`src/rtl/apb_gpio_slave.sv`:
```
// rtl/apb_gpio_slave.sv - APB GPIO completer: wait states, PSLVERR, byte-lane writes, synchronized inputs
// Define APB_GPIO_IRQ_EN to build IRQ_EN/IRQ_STATUS, rising-edge detection and the irq output.
module apb_gpio_slave #(
  parameter int DATA_WIDTH    = 32,
  parameter int ADDRESS_WIDTH = 4,
  parameter int STRB_WIDTH    = 4,
  parameter int WAIT_STATES   = 1
) (
  input  logic                     PCLK,
  input  logic                     PRESETn,
  input  logic                     PSEL,
  input  logic                     PENABLE,
  input  logic                     PWRITE,
  input  logic [ADDRESS_WIDTH-1:0] PADDR,
  input  logic [DATA_WIDTH-1:0]    PWDATA,
  input  logic [STRB_WIDTH-1:0]    PSTRB,
  output logic [DATA_WIDTH-1:0]    PRDATA,
  output logic                     PREADY,
  output logic                     PSLVERR,
  input  logic [DATA_WIDTH-1:0]    gpio_in,
  output logic [DATA_WIDTH-1:0]    gpio_out,
  output logic [DATA_WIDTH-1:0]    gpio_oe,
  output logic                     irq
);
  localparam logic [2:0] IDX_DOUT = 3'd0;
  localparam logic [2:0] IDX_DIR  = 3'd1;
  localparam logic [2:0] IDX_DIN  = 3'd2;
`ifdef APB_GPIO_IRQ_EN
  localparam logic [2:0] IDX_IEN  = 3'd3;
  localparam logic [2:0] IDX_IST  = 3'd4;
`endif
  localparam logic [3:0] WS = 4'(WAIT_STATES);

  typedef enum logic [1:0] {S_IDLE, S_WAIT, S_DONE} state_e;

  state_e                state_q;
  logic [3:0]            cnt_q;
  logic [2:0]            idx_q;
  logic                  wr_q;
  logic [DATA_WIDTH-1:0] wdata_q;
  logic [STRB_WIDTH-1:0] strb_q;
  logic [DATA_WIDTH-1:0] dout_q, dir_q;
  logic [DATA_WIDTH-1:0] sync0_q, sync1_q;
  logic [DATA_WIDTH-1:0] bmask;
  logic [2:0]            r_idx;
  logic                  r_wr, r_err, commit;
  logic [DATA_WIDTH-1:0] r_data;
  logic                  unused_paddr;

  assign unused_paddr = ^PADDR[ADDRESS_WIDTH-1:3];

  // With zero wait states the response is produced on the setup edge, so decode the live bus.
  assign r_idx = (state_q == S_IDLE) ? PADDR[2:0] : idx_q;
  assign r_wr  = (state_q == S_IDLE) ? PWRITE : wr_q;

`ifdef APB_GPIO_IRQ_EN
  logic [DATA_WIDTH-1:0] ien_q, ist_q, prev_q, w1c;
`endif

  always_comb begin
    r_data = '0;
    r_err  = 1'b0;
    case (r_idx)
      IDX_DOUT: r_data = dout_q;
      IDX_DIR:  r_data = dir_q;
      IDX_DIN: begin
        r_data = sync1_q;
        r_err  = r_wr;
      end
`ifdef APB_GPIO_IRQ_EN
      IDX_IEN:  r_data = ien_q;
      IDX_IST:  r_data = ist_q;
`endif
      default:  r_err = 1'b1;
    endcase
    if (r_err || r_wr) r_data = '0;
  end

  always_comb begin
    bmask = '0;
    for (int b = 0; b < STRB_WIDTH; b++) bmask[b*8 +: 8] = {8{strb_q[b]}};
  end

  assign commit = (state_q == S_DONE) && PSEL && PENABLE && wr_q && !PSLVERR;

  always_ff @(posedge PCLK or negedge PRESETn) begin
    if (!PRESETn) begin
      state_q <= S_IDLE;
      cnt_q   <= '0;
      idx_q   <= '0;
      wr_q    <= 1'b0;
      wdata_q <= '0;
      strb_q  <= '0;
      PREADY  <= 1'b0;
      PSLVERR <= 1'b0;
      PRDATA  <= '0;
    end else begin
      case (state_q)
        S_IDLE: begin
          if (PSEL && !PENABLE) begin
            idx_q   <= PADDR[2:0];
            wr_q    <= PWRITE;
            wdata_q <= PWDATA;
            strb_q  <= PSTRB;
            cnt_q   <= WS;
            if (WAIT_STATES == 0) begin
              state_q <= S_DONE;
              PREADY  <= 1'b1;
              PRDATA  <= r_data;
              PSLVERR <= r_err;
            end else begin
              state_q <= S_WAIT;
            end
          end
        end
        S_WAIT: begin
          if (!PSEL) begin
            state_q <= S_IDLE;
          end else if (cnt_q <= 4'd1) begin
            state_q <= S_DONE;
            PREADY  <= 1'b1;
            PRDATA  <= r_data;
            PSLVERR <= r_err;
          end else begin
            cnt_q <= cnt_q - 4'd1;
          end
        end
        S_DONE: begin
          state_q <= S_IDLE;
          PREADY  <= 1'b0;
          PSLVERR <= 1'b0;
          PRDATA  <= '0;
        end
        default: state_q <= S_IDLE;
      endcase
    end
  end

  always_ff @(posedge PCLK or negedge PRESETn) begin
    if (!PRESETn) begin
      dout_q  <= '0;
      dir_q   <= '0;
      sync0_q <= '0;
      sync1_q <= '0;
    end else begin
      sync0_q <= gpio_in;
      sync1_q <= sync0_q;
      if (commit && idx_q == IDX_DOUT) dout_q <= (dout_q & ~bmask) | (wdata_q & bmask);
      if (commit && idx_q == IDX_DIR)  dir_q  <= (dir_q & ~bmask) | (wdata_q & bmask);
    end
  end

`ifdef APB_GPIO_IRQ_EN
  assign w1c = (commit && idx_q == IDX_IST) ? (wdata_q & bmask) : '0;

  // A new edge is OR-ed in after the clear so it survives a same-cycle W1C.
  always_ff @(posedge PCLK or negedge PRESETn) begin
    if (!PRESETn) begin
      ien_q  <= '0;
      ist_q  <= '0;
      prev_q <= '0;
      irq    <= 1'b0;
    end else begin
      prev_q <= sync1_q;
      if (commit && idx_q == IDX_IEN) ien_q <= (ien_q & ~bmask) | (wdata_q & bmask);
      ist_q  <= (ist_q & ~w1c) | (sync1_q & ~prev_q & ien_q);
      irq    <= |(ist_q & ien_q);
    end
  end
`else
  assign irq = 1'b0;
`endif

  assign gpio_out = dout_q;
  assign gpio_oe  = dir_q;
endmodule

```
`config.mk`:
```
export PLATFORM = sky130hd
export DESIGN_NAME = apb_gpio_slave
export DESIGN_NICKNAME = d
export VERILOG_FILES = /design/src/rtl/apb_gpio_slave.sv
export SDC_FILE = /design/constraint.sdc
export NUM_CORES = 1
export LEC_CHECK = 0
export ABC_AREA = 1
export ABC_CLOCK_PERIOD_IN_PS = 4200
export CAP_MARGIN = 20
export CORE_UTILIZATION = 50
export DETAILED_ROUTE_END_ITERATION = 16
export PLACE_DENSITY = 0.9
export SLEW_MARGIN = 20
export SYNTH_ARGS = -nofsm -noshare
export SYNTH_HDL_FRONTEND = slang
export SYNTH_SLANG_ARGS = --single-unit
```
`constraint.sdc`:
```
create_clock -name PCLK -period 4.2 [get_ports PCLK]
set_input_delay 0.84 -clock PCLK [delete_from_list [all_inputs] [get_ports PCLK]]
set_output_delay 0.84 -clock PCLK [all_outputs]
set_load 0.005 [all_outputs]
```
# Yosys cells after proc, flatten, opt, wreduce, memory -nomap -nowiden

Cells that the tools add are included.

Memory bits (writable): 0
Memories: 0
Word-level logic and storage cells: 73
Bits in latches: 0
Input port bits: 77
Memory bits (read-only): 0
Register bits: 208

Eq/ne operators: 10
Order comparisons: 1
Multiplexer cells: 22
Multipliers: 0
Bitwise gates (word level): 6
$add $sub $neg: 1
Reduce and logical (&&, ||, !) cells: 20
Shift operators: 0
Div/mod/pow operators: 0

Operators by type and width:

| cell                | count |
|---|---|
| $and 32x32->32      | 3 |
| $mux 32             | 3 |
| $pmux 32 s3         | 1 |
| $or 32x32->32       | 2 |
| $pmux 32 s2         | 1 |
| $not 32->32         | 1 |
| $mux 4              | 3 |
| $pmux 4 s2          | 1 |
| $logic_and 1x1->1   | 7 |
| $eq 3x1->1 const B  | 2 |
| $logic_not 3->1     | 2 |
| $mux 2              | 3 |
| $ne 2x2->1 const B  | 3 |
| $pmux 1 s2          | 3 |
| $mux 1              | 5 |
| $le 4x1->1 const B  | 1 |
| $pmux 2 s2          | 1 |
| $reduce_and 2->1    | 2 |
| $reduce_and 4->1    | 1 |
| $reduce_bool 2->1   | 2 |
| $sub 4x1->4 const B | 1 |
| $eq 3x2->1 const B  | 1 |
| $mux 3              | 1 |
| $ne 3x3->1 const B  | 1 |
| other kinds (8)     | 9 |

# Longest topological paths before layout

Word-level depth: 10
Mapped depth: 11

# Worst setup path before layout

OpenSTA, ideal clock, no wires.

Path type: in2reg
From: in PENABLE
To: reg (tool-made name)
Stages: 6
Slack: 2.425 ns
Library setup time: 0.131 ns
Data arrival time: 1.644 ns
Data required time: 4.069 ns
Cells stage by stage: nand4_1 nor2_4 nand3_1 clkbuf_1 nand2_1 o21ai_0

RTL lines:

| item            | RTL line | RTL |
|---|---|---|
| start, declared | 12       | `input logic PENABLE,` |

# Worst setup path after layout

From: in PADDR[2]
To: reg PRDATA[29]

Cells in the longest elaborated chain, start to end: 9
Elaborated cells between the ends (all ways): 12

RTL lines:

| item                                          | RTL line | RTL |
|---|---|---|
| start, declared                               | 14       | `input logic [ADDRESS_WIDTH-1:0] PADDR,` |
| $mux 3 (*)                                    | 53       | `assign r_idx = (state_q == S_IDLE) ? PADDR[2:0] : idx_q;` |
| $eq 3x1->1 or $logic_not 3->1 (tied branches) | 63       | `case (r_idx)` |
| $reduce_or 2->1 (no source line)              | n/a      |  |
| $pmux 1 s2                                    | 63       |  |
| $logic_or 1x1->1                              | 76       | `if (r_err \|\| r_wr) r_data = '0;` |
| $mux 32 (*)                                   | 76       |  |
| $mux 32 (*)                                   | 119      | `end else if (cnt_q <= 4'd1) begin` |
| $mux 32 (*)                                   | 117      | `if (!PSEL) begin` |
| $pmux 32 s2 (*)                               | 98       | `case (state_q)` |
| end signal, assigned                          | 109      | `PRDATA <= r_data;` |
| end signal, assigned                          | 122      | `PRDATA <= r_data;` |
| end, declared                                 | 17       | `output logic [DATA_WIDTH-1:0] PRDATA,` |

Every way passes the cells marked *; elsewhere a longest branch is shown, timed or not. The select of a mux whose other input is x is not followed.
A chain may end at the register's enable or synchronous reset.

==> impl.org <==
** Status
- The flow ran to the end, and the final reports show no timing, DRC or antenna violations.

** Placed design
- The count of buffers added on input and output ports is 173.
- Routability-driven placement congestion ratio :: 0.8678
- The wire-length estimate of the detail-placed layout is 14310 um.
- Summing all placed instances gives a cell area of 9853 um2.
- Post-Place Worst Slack :: 1.244 ns
- Number of cells in the design after placement :: 1151

** Floorplan
- The region available for standard cell placement spans 15370 um2.
- Die area :: 16480 um2
- Measured along the x axis, the die boundary spans 128.4 um.
- 176 I/O pins were placed.
- Starting density of the core :: 51.96%
- Height of the die :: 128.4 um
- Number of placement rows :: 45

** STA
- Worst slew pin tran :: 0.9325 ns
- Final worst path period need :: 2.599 ns
- Setup skew after layout :: 0.02708 ns
- After routing, the total negative slack on setup checks comes to 0 ns.
- Setup violations remaining at the end of the flow were counted as 0.
- For this run, the top clock speed supported by timing is 384.8 MHz.
- Setup repair after global routing missed its margin :: no
- Setup slack of the critical path after layout :: 1.601 ns
- Final number of hold-violating endpoints :: 0
- Final Max Slew Viols :: 0
- Relative slew slack :: 37.83%
- Final cycle utilization of the critical path :: 61.87%

** Yosys
- Number of library cell types mapped by synthesis :: 27
- Synthesis inferred 208 register bits.
- The mapped netlist covers 7986 um2.
- Counting every net in the synthesized netlist gives 882.
- Total of warnings raised by yosys :: 0
- Mapped Cells :: 803
- Post-Synthesis Mean Instance Area :: 9.946 um2
- Sequential share of the synthesized area :: 65.17%

** Clock tree
- Clock latency on the worst-skew pair, taken at its later pin, is 0.51 ns.
- Number of buffers inserted by hold repair at cts :: 0
- TritonCTS clock tree :: built
- Maximum clock insertion buffer count :: 3
- Post-CTS setup buffer count :: 0
- Number of buffers added by the clock tree synthesis step :: 22
- H-tree depth :: 1
- Clock transition at the registers of the reported paths :: 0.06 ns
- Number of instances resized during post-cts repair :: 0
- The root buffer cell chosen for the clock tree is clkbuf_16.
- Clock tree synthesis found a total of 208 sinks.

** Routing
- Number of antenna-violating nets in the routed design :: 0
- For this run, design rule violations remaining after detail routing come to 0.
- Via-to-Cell Ratio :: 5.628
- Overall via count from detail_route :: 6703
- First-pass DRT Iterations :: 5
- Aggregate routed wire length :: 22600 um
- Routed len/inst :: 18.98 um
- In this run, the number of DRC markers left after iteration 0 of detailed routing was 656.

** Power and ir drop
- Total power after layout :: 0.005317 W
- Net switching is 27.74% of the power.
- Switching power total :: 0.001475 W
- The worst-case IR drop observed on VDD is 285.9 uV.
- In this run the static leakage power is 4.894 nW.
- Part of the total power dissipated in sequential elements :: 43.3%
- Part of the power in the clock network :: 40.5%
- The internal portion of the total power is 0.003842 W.
- Power density relative to cell area :: 497.9 nW/um2
- Fraction of power consumed by combinational cells :: 16.2%

** Finish
- Number of fill cells :: 1061
- The number of antenna diodes in the final layout is 0.
- Fraction of final layout cells with drive strength greater than 1 :: 6.429%
- Layout Cell Area excl Fill :: 10680 um2
- Total Nets Final :: 1043
- The count of cells in the finished layout, fillers not included, comes to 1191.
- P&R area growth vs syn :: 33.70%

** Global routing
- In the global route stage, overall resource usage came out at 28.19%.
- The via count of the first global-routing pass came to 6606.
- Entering global routing, the biggest net connects 118 pins.
- After global routing the overflow that remains totals 0.
- Global-route wire length before repair :: 35490 um
- The number of antenna violations at the first check in global routing came to 0.

** Critical path
- Endpoint type of the worst setup path :: register
- Critical path startpoint category :: input pin
- Biggest fanout along the worst timing path :: 60
- The worst setup path is of the in -> reg kind.
- At the worst endpoint, the required time is 4.63 ns.
- Data arrival at the endpoint of the critical path :: 3.03 ns

** Run
- Number of max-cap violations :: 0

** Hold path
- In this run the worst hold path is classified as reg -> reg.
power groups by stage:
stage	clock network [W]	logic (W)	registers, W
floorplan	0	0.000480	0.00231
global placement	0	0.000801	0.00232
detailed placement	0	0.000830	0.00233
CTS	0.00216	0.000847	0.00230
global route	0.00226	0.000933	0.00232
finish	0.00216	0.000860	0.00230
worst max-delay path, cell delays in order:
cell,delay (ns)
clkdlybuf4s50_1,0.40
inv_1,0.09
nand2_1,0.07
nand2_2,0.34
buf_4,0.62
nand4_1,0.26
nand3_1,0.21
nand2_1,0.08
nand2_1,0.10
through the flow:
| stage | utilization, % | hold WS (ns) |
|---|---|---|
| after global routing | 69.47 | 0.3518 |
| after global placement | 64.10 | 0.3341 |
| after CTS | 69.47 | 0.3470 |
| after detailed placement | 64.10 | 0.3347 |
| after floorplan | - | 0.3312 |
| final | 69.47 | 0.3439 |
per-layer routing:
metal	vias to the layer above	part of all wire, %	track usage, %	routed length, um
met4	0	4.8	13.98	1091
met3	78	9.1	5.198	2054
met2	413	46	42.23	10410
met1	3224	40	39.96	9053
met5	-	0	0	0
li1	2988	-	-	-
cell families (layout without fill, tap and decap cells):
family,count (synthesis),after routing,share of synthesized area (%)
buffers and inverters,95,272,5.217
AND/OR/NAND/NOR,385,385,21.87
flip-flops,208,208,65.17
AO/OA/AOI/OAI,112,112,7.379
adder cells (fa/ha/maj),2,2,0.3133
other,1,1,0.04695
synth_stat cells, drive strengths merged:
cell type,number,area [um2]
nand3,44,220.2
buf,24,150.1
nand4,76,475.5
conb,1,3.750
ha,2,25.02
nor3b,1,7.510
dfrtp,208,5205
clkinv,1,3.750
o21ai,108,551.8
a31oi,1,6.260
a31o,1,8.760
inv,48,180.2
a21oi,1,16.27
nor2,9,65.06
o22ai,1,6.260
nor3,3,15.01
clkbuf,22,82.58
nand2,252,963.4
cell usage in the layout, fill, tap and decap left out, types with 2 or more instances in the layout:
| cell type | instances |
|---|---|
| inv_1 | 47 |
| o21ai_1 | 2 |
| o21ai_0 | 105 |
| bufinv_16 | 4 |
| nor2_1 | 6 |
| inv_2 | 2 |
| clkbuf_8 | 8 |
| nand2_1 | 247 |
| nand3_1 | 44 |
| nand2_2 | 4 |
| nand4_1 | 76 |
| clkbuf_16 | 23 |
| clkdlybuf4s50_1 | 172 |
| ha_1 | 2 |
| buf_12 | 2 |
| clkinv_2 | 4 |
| nor3_1 | 3 |
| dfrtp_1 | 208 |
| buf_4 | 8 |
| nor2_4 | 2 |
final timing paths:
kind	startpoint	end	slack [ns]	cells after the start
worst min register to register	sync0_q[10]$_DFF_PN0_	sync1_q[10]$_DFF_PN0_	0.34	0
min in group asynchronous	PRESETn	sync1_q[20]$_DFF_PN0_	0.44	1
worst max register to register	state_q[0]$_DFFE_PN0P_	PRDATA[29]$_DFFE_PN0P_	1.70	8
worst min-delay path	sync0_q[10]$_DFF_PN0_	sync1_q[10]$_DFF_PN0_	0.34	0
max in group asynchronous	PRESETn	sync1_q[15]$_DFF_PN0_	2.96	2
worst max-delay path	PADDR[2]	PRDATA[29]$_DFFE_PN0P_	1.60	9
final cells by class:
cell class	count	area, um2	area share [%]
Clock buffer	31	675.6	6.328
Clock inverter	9	148.9	1.394
Inverter	49	183.9	1.723
Multi-Input combinational cell	500	2365	22.15
Sequential cell	208	5205	48.75
Tap cell	211	264.0	2.472
Timing Repair Buffer	183	1836	17.19
Power figures use the tool's default switching activity.
